File: config.mk
export PLATFORM = sky130hd
export DESIGN_NAME = dram_ctrl_arbiter
export DESIGN_NICKNAME = d
export VERILOG_FILES = /design/src/rtl/dram_ctrl_arbiter.sv
export SDC_FILE = /design/constraint.sdc
export NUM_CORES = 1
export LEC_CHECK = 0
export ABC_CLOCK_PERIOD_IN_PS = 4550
export CORE_AREA = 2 2 341 343
export DETAILED_ROUTE_END_ITERATION = 6
export DIE_AREA = 0 0 343 345
export PLACE_DENSITY = 0.34
export SLEW_MARGIN = 20
export SYNTH_ARGS = -nofsm -noshare
export SYNTH_HDL_FRONTEND = slang
export SYNTH_SLANG_ARGS = --single-unit
File: constraint.sdc
create_clock -name clk_i -period 4.55 [get_ports clk_i]
set_clock_uncertainty 0.05 [all_clocks]
set_input_delay 1.1375 -clock clk_i [delete_from_list [all_inputs] [get_ports clk_i]]
set_output_delay 1.1375 -clock clk_i [all_outputs]
set_load 0.1 [all_outputs]
File: src/rtl/dram_ctrl_arbiter.sv
// Purpose : shares one DRAM controller app/wdf/rd interface among num_req_p requesters (round-robin, atomic write bursts).
// Latency : one arbitration cycle before app_en_o; write data and read returns pass through combinationally.
// Backpressure: app_rdy_i / app_wdf_rdy_i forwarded to the granted requester; reads blocked while the ID FIFO is full.
// Optional: define DRAM_CTRL_ARBITER_PERF_EN for saturating per-requester grant counters on grant_cnt_o.
module dram_ctrl_arbiter #(
   parameter int num_req_p       = 2,
   parameter int addr_width_p    = 28,
   parameter int data_width_p    = 128,
   parameter int rd_fifo_depth_p = 8
) (
   input  logic                                   clk_i,
   input  logic                                   reset_i,
   input  logic [num_req_p-1:0]                   req_en_i,
   input  logic [3*num_req_p-1:0]                 req_cmd_i,
   input  logic [addr_width_p*num_req_p-1:0]      req_addr_i,
   output logic [num_req_p-1:0]                   req_rdy_o,
   input  logic [num_req_p-1:0]                   req_wdf_wren_i,
   input  logic [data_width_p*num_req_p-1:0]      req_wdf_data_i,
   input  logic [(data_width_p/8)*num_req_p-1:0]  req_wdf_mask_i,
   input  logic [num_req_p-1:0]                   req_wdf_end_i,
   output logic [num_req_p-1:0]                   req_wdf_rdy_o,
   output logic [num_req_p-1:0]                   req_rd_valid_o,
   output logic [data_width_p-1:0]                req_rd_data_o,
   output logic                                   req_rd_end_o,
   output logic                                   app_en_o,
   output logic [2:0]                             app_cmd_o,
   output logic [addr_width_p-1:0]                app_addr_o,
   input  logic                                   app_rdy_i,
   output logic                                   app_wdf_wren_o,
   output logic [data_width_p-1:0]                app_wdf_data_o,
   output logic [data_width_p/8-1:0]              app_wdf_mask_o,
   output logic                                   app_wdf_end_o,
   input  logic                                   app_wdf_rdy_i,
   input  logic                                   app_rd_data_valid_i,
   input  logic [data_width_p-1:0]                app_rd_data_i,
   input  logic                                   app_rd_data_end_i,
   output logic [32*num_req_p-1:0]                grant_cnt_o
);

   localparam int GW = (num_req_p > 1) ? $clog2(num_req_p) : 1;
   localparam int PW = (rd_fifo_depth_p > 1) ? $clog2(rd_fifo_depth_p) : 1;
   localparam int MW = data_width_p / 8;
   localparam logic [2:0] CMD_RD = 3'b001;

   typedef enum logic [1:0] {S_IDLE, S_CMD, S_WDATA} state_t;

   state_t          r_state;
   state_t          w_state_nxt;
   logic [GW-1:0]   r_gnt;
   logic [GW-1:0]   r_rr;
   logic [GW-1:0]   w_pick;
   logic            w_pick_vld;
   logic [num_req_p-1:0] w_elig;
   int              w_idx;

   logic [GW-1:0]   r_fifo_mem [rd_fifo_depth_p];
   logic [PW-1:0]   r_wr_ptr;
   logic [PW-1:0]   r_rd_ptr;
   logic [PW:0]     r_count;
   logic            w_full;
   logic            w_empty;
   logic            w_push;
   logic            w_push_ok;
   logic            w_pop;
   logic            w_rd_hit;

   logic [2:0]      w_gnt_cmd;
   logic            w_gnt_en;
   logic            w_cmd_acc;
   logic            w_wr_last;

   assign w_gnt_cmd = req_cmd_i[3*r_gnt +: 3];
   assign w_gnt_en  = req_en_i[r_gnt];
   assign w_cmd_acc = (r_state == S_CMD) & w_gnt_en & app_rdy_i;
   assign w_wr_last = (r_state == S_WDATA) & req_wdf_wren_i[r_gnt] & app_wdf_rdy_i & req_wdf_end_i[r_gnt];

   assign w_full    = (r_count == (PW+1)'(rd_fifo_depth_p));
   assign w_empty   = (r_count == '0);
   assign w_push    = w_cmd_acc & (w_gnt_cmd == CMD_RD);
   assign w_rd_hit  = app_rd_data_valid_i & ~w_empty;
   assign w_pop     = w_rd_hit & app_rd_data_end_i;
   assign w_push_ok = w_push & (~w_full | w_pop);

   // Eligibility: a read may only be granted while the ID FIFO has room
   always_comb begin
      w_elig = '0;
      for (int i = 0; i < num_req_p; i++) begin
         w_elig[i] = req_en_i[i] & ~((req_cmd_i[3*i +: 3] == CMD_RD) & w_full);
      end
   end

   // Round-robin search starting at the rr pointer, wrapping
   always_comb begin
      w_pick     = '0;
      w_pick_vld = 1'b0;
      w_idx      = 0;
      for (int k = 0; k < num_req_p; k++) begin
         w_idx = int'(r_rr) + k;
         if (w_idx >= num_req_p) w_idx = w_idx - num_req_p;
         if (!w_pick_vld && w_elig[w_idx]) begin
            w_pick     = GW'(w_idx);
            w_pick_vld = 1'b1;
         end
      end
   end

   // FSM state register
   always_ff @(posedge clk_i) begin
      if (reset_i) r_state <= S_IDLE;
      else         r_state <= w_state_nxt;
   end

   // FSM next state; a dropped req_en_i in CMD abandons the grant
   always_comb begin
      w_state_nxt = r_state;
      case (r_state)
         S_IDLE:  if (w_pick_vld) w_state_nxt = S_CMD;
         S_CMD: begin
            if (!w_gnt_en)          w_state_nxt = S_IDLE;
            else if (app_rdy_i)     w_state_nxt = (w_gnt_cmd == CMD_RD) ? S_IDLE : S_WDATA;
         end
         S_WDATA: if (w_wr_last) w_state_nxt = S_IDLE;
         default: w_state_nxt = S_IDLE;
      endcase
   end

   // FSM outputs: command mux in CMD, write-data passthrough in WDATA
   always_comb begin
      app_en_o       = 1'b0;
      app_cmd_o      = 3'b000;
      app_addr_o     = '0;
      req_rdy_o      = '0;
      app_wdf_wren_o = 1'b0;
      app_wdf_data_o = '0;
      app_wdf_mask_o = '0;
      app_wdf_end_o  = 1'b0;
      req_wdf_rdy_o  = '0;
      case (r_state)
         S_CMD: begin
            app_en_o         = w_gnt_en;
            app_cmd_o        = w_gnt_cmd;
            app_addr_o       = req_addr_i[addr_width_p*r_gnt +: addr_width_p];
            req_rdy_o[r_gnt] = app_rdy_i & w_gnt_en;
         end
         S_WDATA: begin
            app_wdf_wren_o       = req_wdf_wren_i[r_gnt];
            app_wdf_data_o       = req_wdf_data_i[data_width_p*r_gnt +: data_width_p];
            app_wdf_mask_o       = req_wdf_mask_i[MW*r_gnt +: MW];
            app_wdf_end_o        = req_wdf_end_i[r_gnt];
            req_wdf_rdy_o[r_gnt] = app_wdf_rdy_i;
         end
         default: ;
      endcase
   end

   // Grant capture in IDLE; rr pointer advances past the winner on command accept
   always_ff @(posedge clk_i) begin
      if (reset_i) begin
         r_gnt <= '0;
         r_rr  <= '0;
      end else begin
         if (r_state == S_IDLE && w_pick_vld) r_gnt <= w_pick;
         if (w_cmd_acc) r_rr <= (r_gnt == GW'(num_req_p-1)) ? '0 : r_gnt + 1'b1;
      end
   end

   // ID FIFO pointers and occupancy
   always_ff @(posedge clk_i) begin
      if (reset_i) begin
         r_wr_ptr <= '0;
         r_rd_ptr <= '0;
         r_count  <= '0;
      end else begin
         if (w_push_ok) r_wr_ptr <= r_wr_ptr + 1'b1;
         if (w_pop)     r_rd_ptr <= r_rd_ptr + 1'b1;
         if (w_push_ok && !w_pop)      r_count <= r_count + 1'b1;
         else if (!w_push_ok && w_pop) r_count <= r_count - 1'b1;
      end
   end

   // ID FIFO storage (contents need no reset; occupancy guards reads)
   always_ff @(posedge clk_i) begin
      if (w_push_ok) r_fifo_mem[r_wr_ptr] <= r_gnt;
   end

   // Read return steering to the FIFO head; beats with no outstanding read are dropped
   always_comb begin
      req_rd_valid_o = '0;
      for (int i = 0; i < num_req_p; i++) begin
         req_rd_valid_o[i] = w_rd_hit & (r_fifo_mem[r_rd_ptr] == GW'(i));
      end
      req_rd_data_o = w_rd_hit ? app_rd_data_i : '0;
      req_rd_end_o  = w_rd_hit & app_rd_data_end_i;
   end

   // Protocol checks for simulation
   always @(posedge clk_i) begin
      if (!reset_i) begin
         assert (!(r_state == S_CMD && !w_gnt_en))
            else $error("dram_ctrl_arbiter: req_en_i dropped before command accept");
         assert (!(app_rd_data_valid_i && w_empty))
            else $error("dram_ctrl_arbiter: read data with no outstanding read");
      end
   end

`ifdef DRAM_CTRL_ARBITER_PERF_EN
   logic [31:0] r_grant_cnt [num_req_p];

   // Saturating accepted-command counters per requester
   always_ff @(posedge clk_i) begin
      if (reset_i) begin
         for (int i = 0; i < num_req_p; i++) r_grant_cnt[i] <= '0;
      end else begin
         for (int i = 0; i < num_req_p; i++) begin
            if (w_cmd_acc && r_gnt == GW'(i) && r_grant_cnt[i] != 32'hFFFF_FFFF)
               r_grant_cnt[i] <= r_grant_cnt[i] + 32'd1;
         end
      end
   end

   // Flatten counters onto the output bus
   always_comb begin
      grant_cnt_o = '0;
      for (int i = 0; i < num_req_p; i++) grant_cnt_o[32*i +: 32] = r_grant_cnt[i];
   end
`else
   assign grant_cnt_o = '0;
`endif

endmodule

==> run_results.csv, run 1 <==
group,metric,value,unit
outcome,status,"completed",
placement,dp.cells,3018,
cts,htree_levels,1,
critical_path,criticalPathCategory,"primary input to register",
power_and_ir_drop,powerDensity,268,nW/um2
timing,max_slew_margin,41.7,%
flow_run,drv_cap,0,
yosys,yosysMostFrequentCell,"nor2_1",
routing,drt-initial-drc-count,413,
die,start_util,4.61,%
cts,cts_hold_buf,0,
yosys,synth_cells,746,
yosys,ys_ff_latch,25,
yosys,synth-async-reset-ratio,0,%
die,dieArea,118000,um2
worst_hold_path,hold_class,"register to register",
power_and_ir_drop,vdd_drop_max,0.000143,V
cts,cts_buffer_depth,2,
yosys,yosysSeqAreaShare,10.9,%
cells_and_area,multiInputGateArea,4180,um2
yosys,synth-edff-count,8,
die,die_w,343,um
critical_path,crit_path_start_kind,"primary input",
cts,insertion_delay,0.26,ns
cts,cts_tree,"built",
yosys,synthTopCellsByArea,"mux2i_1, and3_1, nor2_1",
routing,drc,0,
global_routing,grt_overflow,0,
yosys,yosysWarnings,0,
cells_and_area,final_cells,3029,
timing,setup_tns,0,ns
global_routing,grt_max_degree,131,
timing,fin_ws,0.415,ns
timing,slew_violations,0,
critical_path,worstPathArrival,4.24,ns
cts,cts_resized,0,
yosys,yosys.area.top_type_share,33.9,%
cells_and_area,drive_above_1_share,23.4,%
cells_and_area,fin_nets,1995,
placement,io_buffers,802,
critical_path,end_kind,"register",
power_and_ir_drop,power,4.00,mW
global_routing,antenna_found_initial,28,
die,core.rowCount,125,
cts,post_cts_buffers,0,
worst_hold_path,min_path_cells,2,
yosys,synth_ff_type,"dfxtp_1",
routing,antenna_left,0,
cells_and_area,seqCellArea,584,um2
die,fp.coreArea,115000,um2
timing,post-route-min-period,4.14,ns
timing,min_period_over_period,90.9,%
timing,tightest_slew,0.874,ns
critical_path,cp_max_fo,5,
yosys,synth_area,5310,um2
die,die_h,345,um
yosys,synthTopCellsByCount,"nor2_1, mux2i_1, and3_1",
routing,vias_per_cell,2.86,
global_routing,track_usage,12.1,%
routing,firstDrtPassIters,4,
critical_path,crit_required,4.66,ns
cts,cts_buffers,3,
cells_and_area,final_util,12.9,%
critical_path,worstRegToRegCells,11,
yosys,yosysTopAreaCell,"mux2i_1",
critical_path,path_depth,12,
cts,ctsRootBufferMaster,"clkbuf_16",
cells_and_area,nFillCells,13242,
global_routing,grt_pass1_vias,9126,
cts,cts.sinks,25,
timing,max_freq,242,MHz
timing,grt_setup_unrepaired,"false",
timing,hold_viol,0,
global_routing,grt_pass1_wl,94.5,mm
critical_path,cp_cell_sequence,"clkdlybuf4s50_1, or3b_1, o32ai_1, nand2_2, inv_1, ha_1, inv_1, ha_1, a21oi_1, a211oi_1, a31oi_1, mux2_2",
placement,dp_hpwl,69.0,mm
placement,gp_congestion,0.868,
die,num_io_pins,867,
power_and_ir_drop,p_leak,6.11,nW
yosys,synthDistinctLibCells,52,
routing,wl_per_cell,25.2,um
critical_path,cp_slowest_stage_delay,0.51,ns
timing,setup_viol,0,
cts,clkSlewWorstSetupHoldPaths,0.07,ns
cells_and_area,area_growth,180,%
routing,vias,8675,
critical_path,slowest_stage,"or3b_1",
critical_path,crit_buf_inv,3,
routing,drt_wl_total,76.4,mm
critical_path,cp_top_family,"compound AO/OA/AOI/OAI gates",
placement,pre_cts_ws,0.143,ns
yosys,synth.avg_cell_area,7.12,um2
==> metrics by stage <==
step,cell area (um2),hold WS (ns)
after CTS,14900,0.477
after floorplan,5550,0.435
after global routing,14900,0.507
after detailed placement,14800,0.463
final,14900,0.476
after global placement,14800,0.462
==> layout by cell type (no fill, tap or decap), types with 7 or more instances in the layout <==
cell type	synthesis	layout
edfxtp_1	8	8
and3_1	129	129
buf_4	64	269
nor2_1	196	196
conb_1	1	64
diode_2	0	7
mux2i_1	180	180
clkdlybuf4s50_1	0	488
buf_12	0	58
dfxtp_1	17	16
==> worst min-delay path, delay by kind of cell (launching register included) <==
kind / cells / cell delay (ns)
compound gates: 1 / 0.08
flops: 1 / 0.32
simple gates: 1 / 0.09
==> power breakdown <==
group	switching, mW	total (mW)	internal (mW)	leakage (nW)
registers	0.0247	0.266	0.242	0.212
logic	2.60	3.53	0.926	5.86
clock network	0.0827	0.202	0.119	0.0372
==> metal layers <==
layer	part of all wire (%)	wire (um)	vias up	global-route usage (%)
met1	34	26200	4130	12.2
met5	0.073	56	-	0
li1	-	-	3964	-
met4	0.83	634	8	0.561
met3	13	9580	54	6.27
met2	52	39900	519	23.0
==> cell type report <==
type,count,share of cell area [%]
diodes,7,0.118
clock buffers,3,0.504
clock inverters,1,0.0504
inverters,7,0.177
multi-input cells,642,28.1
flip-flops and latches,25,3.93
well taps,1524,12.8
repair buffers,820,54.4
==> worst paths after layout <==
path	start	to	slack, ns
max	req_cmd_i[1]	r_count[3]	0.41
min	r_rr	r_gnt	0.48
max reg2reg	r_gnt	r_count[3]	1.28
min reg2reg	r_rr	r_gnt	0.48
==> cell families after synthesis <==
kind of cell,after synthesis,share of synthesized area (%)
buffers and inverters,142,15.2
AOI/OAI and AO/OA,24,3.39
and+or+nand+nor,361,33.2
muxes,183,35.0
adders and majority gates,6,1.55
DFF,25,10.9
xor gates and xnor gates,4,0.660
other,1,0.0706
Note: power is estimated with default switching activity, not from simulation.
==> run 2, diff against run 1 <==
--- a/config.mk
+++ b/config.mk
@@ -9,8 +9,11 @@
 export CORE_AREA = 2 2 341 343
 export DETAILED_ROUTE_END_ITERATION = 6
 export DIE_AREA = 0 0 343 345
+export HOLD_SLACK_MARGIN = 0.05
 export PLACE_DENSITY = 0.34
+export REMOVE_ABC_BUFFERS = 1
 export SLEW_MARGIN = 20
 export SYNTH_ARGS = -nofsm -noshare
 export SYNTH_HDL_FRONTEND = slang
 export SYNTH_SLANG_ARGS = --single-unit
+export TNS_END_PERCENT = 100
==> run 2 against run 1 <==
Fmax up 5.2%. Worst setup slack improved by 0.20 ns. Register-to-register slack gained 0.16 ns. Final cell count is essentially flat. Sequential power is essentially flat. Core utilization decreased by 0.34 points. Hold slack better by 0.012 ns. Non-clock buffer count down 3. Global-route usage shrank 0.12 points. Clock power about the same. Critical path depth unchanged. Critical endpoint unchanged.
==> run_results.csv, run 2 (same netlist as run 1, synthesis figures left out) <==
group,metric,value,unit
routing,drt_wl_total,75.6,mm
cts,cts_buffers,3,
cts,cts_hold_buf,0,
routing,vias,8581,
global_routing,grt_max_degree,131,
cts,cts_buffer_depth,2,
critical_path,cp_cell_sequence,"clkdlybuf4s50_1, or3b_1, o32ai_1, nand2_2, inv_1, ha_1, inv_1, ha_1, a21oi_1, a211oi_1, a31oi_1, mux2_2",
critical_path,slowest_stage,"or3b_1",
timing,tightest_slew,0.871,ns
global_routing,antenna_found_initial,52,
cells_and_area,area_growth,173,%
power_and_ir_drop,p_leak,6.01,nW
cells_and_area,fin_nets,1992,
placement,gp_congestion,0.843,
global_routing,track_usage,12.0,%
cts,cts_tree,"built",
power_and_ir_drop,powerDensity,278,nW/um2
cts,htree_levels,1,
die,fp.coreArea,115000,um2
critical_path,cp_max_fo,4,
cells_and_area,drive_above_1_share,23.1,%
die,die_h,345,um
cells_and_area,nFillCells,13376,
routing,vias_per_cell,2.83,
timing,min_period_over_period,86.4,%
worst_hold_path,hold_class,"register to register",
global_routing,grt_overflow,0,
critical_path,worstPathArrival,4.03,ns
cells_and_area,final_cells,3031,
cts,insertion_delay,0.26,ns
placement,dp.cells,3015,
timing,slew_violations,0,
timing,setup_viol,0,
cells_and_area,final_area,14500,um2
critical_path,crit_required,4.65,ns
power_and_ir_drop,power,4.03,mW
routing,drt-initial-drc-count,320,
critical_path,crit_path_start_kind,"primary input",
critical_path,cp_slowest_stage_delay,0.53,ns
routing,firstDrtPassIters,6,
cells_and_area,final_cell_mix,"clkdlybuf4s50_1, buf_4, nor2_1, mux2i_1, and3_1",
flow_run,drv_cap,0,
routing,drc,0,
critical_path,crit_buf_inv,3,
cts,post_cts_buffers,0,
cts,cts.sinks,25,
cts,ctsRootBufferMaster,"clkbuf_16",
timing,hold_ws,0.488,ns
timing,hold_viol,0,
cells_and_area,final_common_cell,"clkdlybuf4s50_1",
timing,max_slew_margin,42.0,%
routing,wl_per_cell,24.9,um
critical_path,end_kind,"register",
cells_and_area,final_util,12.6,%
global_routing,grt_pass1_vias,8922,
power_and_ir_drop,vdd_drop_max,0.000113,V
cts,cts_resized,0,
routing,antenna_left,0,
die,dieArea,118000,um2
die,die_w,343,um
cts,clkSlewWorstSetupHoldPaths,0.07,ns
critical_path,cp_top_family,"compound AO/OA/AOI/OAI gates",
timing,grt_setup_unrepaired,"false",
outcome,status,"completed",
die,start_util,4.61,%
timing,max_freq,254,MHz
global_routing,grt_pass1_wl,94.3,mm
die,core.rowCount,125,
timing,post-route-min-period,3.93,ns
critical_path,criticalPathCategory,"primary input to register",
die,num_io_pins,867,
placement,io_buffers,802,
placement,dp_hpwl,68.6,mm
placement,dpl_cell_area,14400,um2
run 2: changes by cell type in the layout (fill, tap and decap cells not counted):
cell | before | now
buf_12 | 58 | 27
buf_2 | 5 | 0
nor3b_2 | 1 | 0
nor3b_1 | 0 | 1
buf_4 | 269 | 302
diode_2 | 7 | 12
run 2: worst reg2reg max path, cell delays in order, from the launching register on:
cell and delay (ns):
dfxtp_1 0.38, or4_4 0.76, nor2b_1 0.29, inv_2 0.10, ha_1 0.17, inv_1 0.10
ha_1 0.33, a21oi_1 0.19, a211oi_1 0.11, a31oi_1 0.18, mux2_2 0.35
run 2: final cells by class:
cell class                      instances  area, um2  area share (%)
Sequential cell                        25        584            4.03
Inverter                                7       26.3           0.181
Tap cell                             1524       1910            13.2
Clock buffer                            3       75.1           0.518
Antenna cell                           12       30.0           0.207
Multi-Input combinational cell        642       4170            28.8
Clock inverter                          1       7.51          0.0518
Timing Repair Buffer                  817       7690            53.1
run 2: report_power, final:
| group | internal, mW | leakage (nW) | switching (mW) |
|---|---|---|---|
| combinational | 0.954 | 5.76 | 2.61 |
| clock | 0.119 | 0.0372 | 0.0818 |
| sequential | 0.242 | 0.212 | 0.0224 |
run 2: metrics by stage:
step	setup TNS, ns	setup WS, ns
after floorplan	-927.21	-6.12
after global placement	0	0.313
after detailed placement	0	0.371
after global routing	0	0.483
final	0	0.618
after CTS	0	0.641
run 2: worst paths after layout:
kind	to	slack, ns	from	cells past startpoint
hold / removal	r_gnt	0.49	r_rr	2
hold reg to reg	r_gnt	0.49	r_rr	2
setup reg to reg	r_count[3]	1.44	r_count[0]	10
setup / recovery	r_count[3]	0.62	req_cmd_i[0]	12
run 2: routing by layer:
layer / vias up / GRT usage (%) / part of all wire [%]
li1: 3964 / - / -
met1: 3978 / 13.4 / 37
met2: 489 / 21.2 / 49
met3: 100 / 5.63 / 12
met4: 50 / 1.44 / 1.7
met5: - / 0 / 0.44
==> edit, RTL diff (config.mk and constraints of run 2) <==
The parameter `addr_width_p` goes from 28 to 24.
--- a/src/rtl/dram_ctrl_arbiter.sv
+++ b/src/rtl/dram_ctrl_arbiter.sv
@@ -4,7 +4,7 @@
 // Optional: define DRAM_CTRL_ARBITER_PERF_EN for saturating per-requester grant counters on grant_cnt_o.
 module dram_ctrl_arbiter #(
    parameter int num_req_p       = 2,
-   parameter int addr_width_p    = 28,
+   parameter int addr_width_p    = 24,
    parameter int data_width_p    = 128,
    parameter int rd_fifo_depth_p = 8
 ) (
Interface: changed (resized app_addr_o and req_addr_i); port bits go from 867 to 855. The function was not compared with the original's and may differ.
==> edit against run 2 <==
- via count shrank 2.2%
- fmax shrank 1.3%
- sequential power grew 2%
- area after synthesis grew 0.64%
- cell area grew 1.3%
- sequential cell count is the same
- total power grew 1.2%
- routed wire length shrank 2.4%
- combinational power grew 1%
- setup slack lost 50 ps
- core utilization grew 0.16 points
- hold slack lost 4.9 ps
- largest cell class unchanged
==> edit: results (changes against run 2) <==
Dpl cells: 2992 (-0.76%)
Syn avg cell area: 7.25 sq um (+1.9%)
Max Root-Sink Buffers: 2 (unchanged)
Max-slew headroom: 46.3% (+4.4 points)
Port buffer count: 790 (-1.5%)
Largest net degree at the start of global routing: 131 (unchanged)
CTS buffer count: 3 (unchanged)
Max IR drop VDD: 157 uV (+39%)
Synth top area cells: mux2i_1 (33%), and3_1 (15%), nor2_1 (13%)
Vias in the first global route: 8691 (-2.6%)
H-tree levels: 1 (unchanged)
Synth unique cells: 51 (-1.9%)
Placed Area: 14600 sq um (+1.3%)
Sequential share of the synthesized area: 10.9% (-0.069 points)
Top cells by count, synth: nor2_1 (192), mux2i_1 (176), and3_1 (129), buf_4 (65), clkbuf_1 (34)
FFs w/ async S/R, synth: 0% (unchanged)
Gr usage total: 11.6% (-0.37 points)
Initial antenna violation count: 39 (-25%)
Crit-path max FO: 5 (+1)
Hold Path Class: register to register
Post-synth EDFFs: 8 (unchanged)
Post-DP HPWL: 67.1 mm (-2.3%)
DRT iter0 DRCs: 484 (+51%)
Fin nets: 1961 (-1.6%)
Maxcap violations: 0 (unchanged)
Clock latency on the worst-skew pair: 260 ps (about the same)
Ys flop type: dfxtp_1
GPL Wtd Cong: 0.862 (+2.2%)
Synth warn: 0 (unchanged)
Root buf cell: clkbuf_16
WL/cell: 24.6 microns (-1.5%)
Worst EP arrival: 4080 ps (+50 ps)
Internal: 1.40 mW (+6.4%)
Outcome: completed
DRT Wirelength: 73.8 mm (-2.4%)
Post-CTS Setup Inserts: 0 (unchanged)
Layout cells sized above 1: 23.2% (about the same)
Post-CTS sizing: 0 (unchanged)
Dpl ws: 348 ps (-22.6 ps)
Worst-path clk slew: 70 ps (about the same)
First-pass GRT wire length: 91.9 mm (-2.6%)
First-pass iteration count of the detailed router: 5 (-1)
Via count: 8391 (-2.2%)
Static leakage: 6.02 nW (+0.16%)
edit: cell count changes after synthesis, sizes merged:
cell / run 2 / this run
clkbuf: 47 / 34
mux2i: 180 / 176
and2b: 0 / 1
nor2b: 4 / 3
buf: 88 / 100
nor2: 196 / 192
edit: power groups by stage:
stage | Sequential, mW | Clock (mW) | Combinational (mW)
finish | 0.269 | 0.201 | 3.61
global route | 0.272 | 0.215 | 3.74
CTS | 0.270 | 0.208 | 3.68
detailed placement | 0.275 | 0 | 3.66
global placement | 0.274 | 0 | 3.66
floorplan | 0.305 | 0 | 2.33
edit: layout make-up:
type,instances,area [sq um]
Antenna cell,9,22.5
Clock buffer,3,75.1
Clock inverter,1,7.51
Fill cell,13300,100000
Inverter,7,26.3
Multi-Input combinational cell,634,4130
Sequential cell,25,584
Tap cell,1524,1910
Timing Repair Buffer,802,7920
edit: worst max-delay path: stages:
cell and delay (ps):
clkdlybuf4s50_1 480, or3b_4 410, o32ai_2 270, nand2_1 210
inv_1 140, ha_1 180, inv_1 100, ha_1 340
a21oi_1 190, a211oi_1 100, a31oi_1 190, mux2_2 350
edit: final timing paths:
path	start	endpoint	slack, ps	cells past startpoint
max	req_cmd_i[0]	r_count[3]	570	12
min	r_rd_ptr[2]	r_rd_ptr[2]	480	2
max reg2reg	r_gnt	r_count[3]	1120	11
min reg2reg	r_rd_ptr[2]	r_rd_ptr[2]	480	2
edit: per-stage QoR:
step                power, mW  hold WS [ps]  util, %  setup TNS, ps
floorplan                2.63           435        -        -883650
global placement         3.94           462     12.6              0
global route             4.23           542     12.7              0
CTS                      4.15           488     12.7              0
detailed placement       3.94           474     12.7              0
finish                   4.08           483     12.8              0
edit: cells by family after synthesis:
family	count (synthesis)	synth area share, %
AO/OA/AOI/OAI	24	3.51
XOR/XNOR	4	0.656
adder cells (fa/ha/maj)	6	1.54
buffers and inverters	141	16.5
flip-flops	25	10.9
multiplexers	179	34.0
other	1	0.0702
AND/OR/NAND/NOR	357	32.8
edit: layer usage:
| metal | routed length, microns | global-route usage [%] | share of wire [%] |
|---|---|---|---|
| met5 | 246 | 0 | 0.33 |
| met4 | 233 | 0.160 | 0.32 |
| met1 | 29300 | 13.7 | 40 |
| met3 | 7750 | 4.65 | 11 |
| met2 | 36300 | 20.8 | 49 |
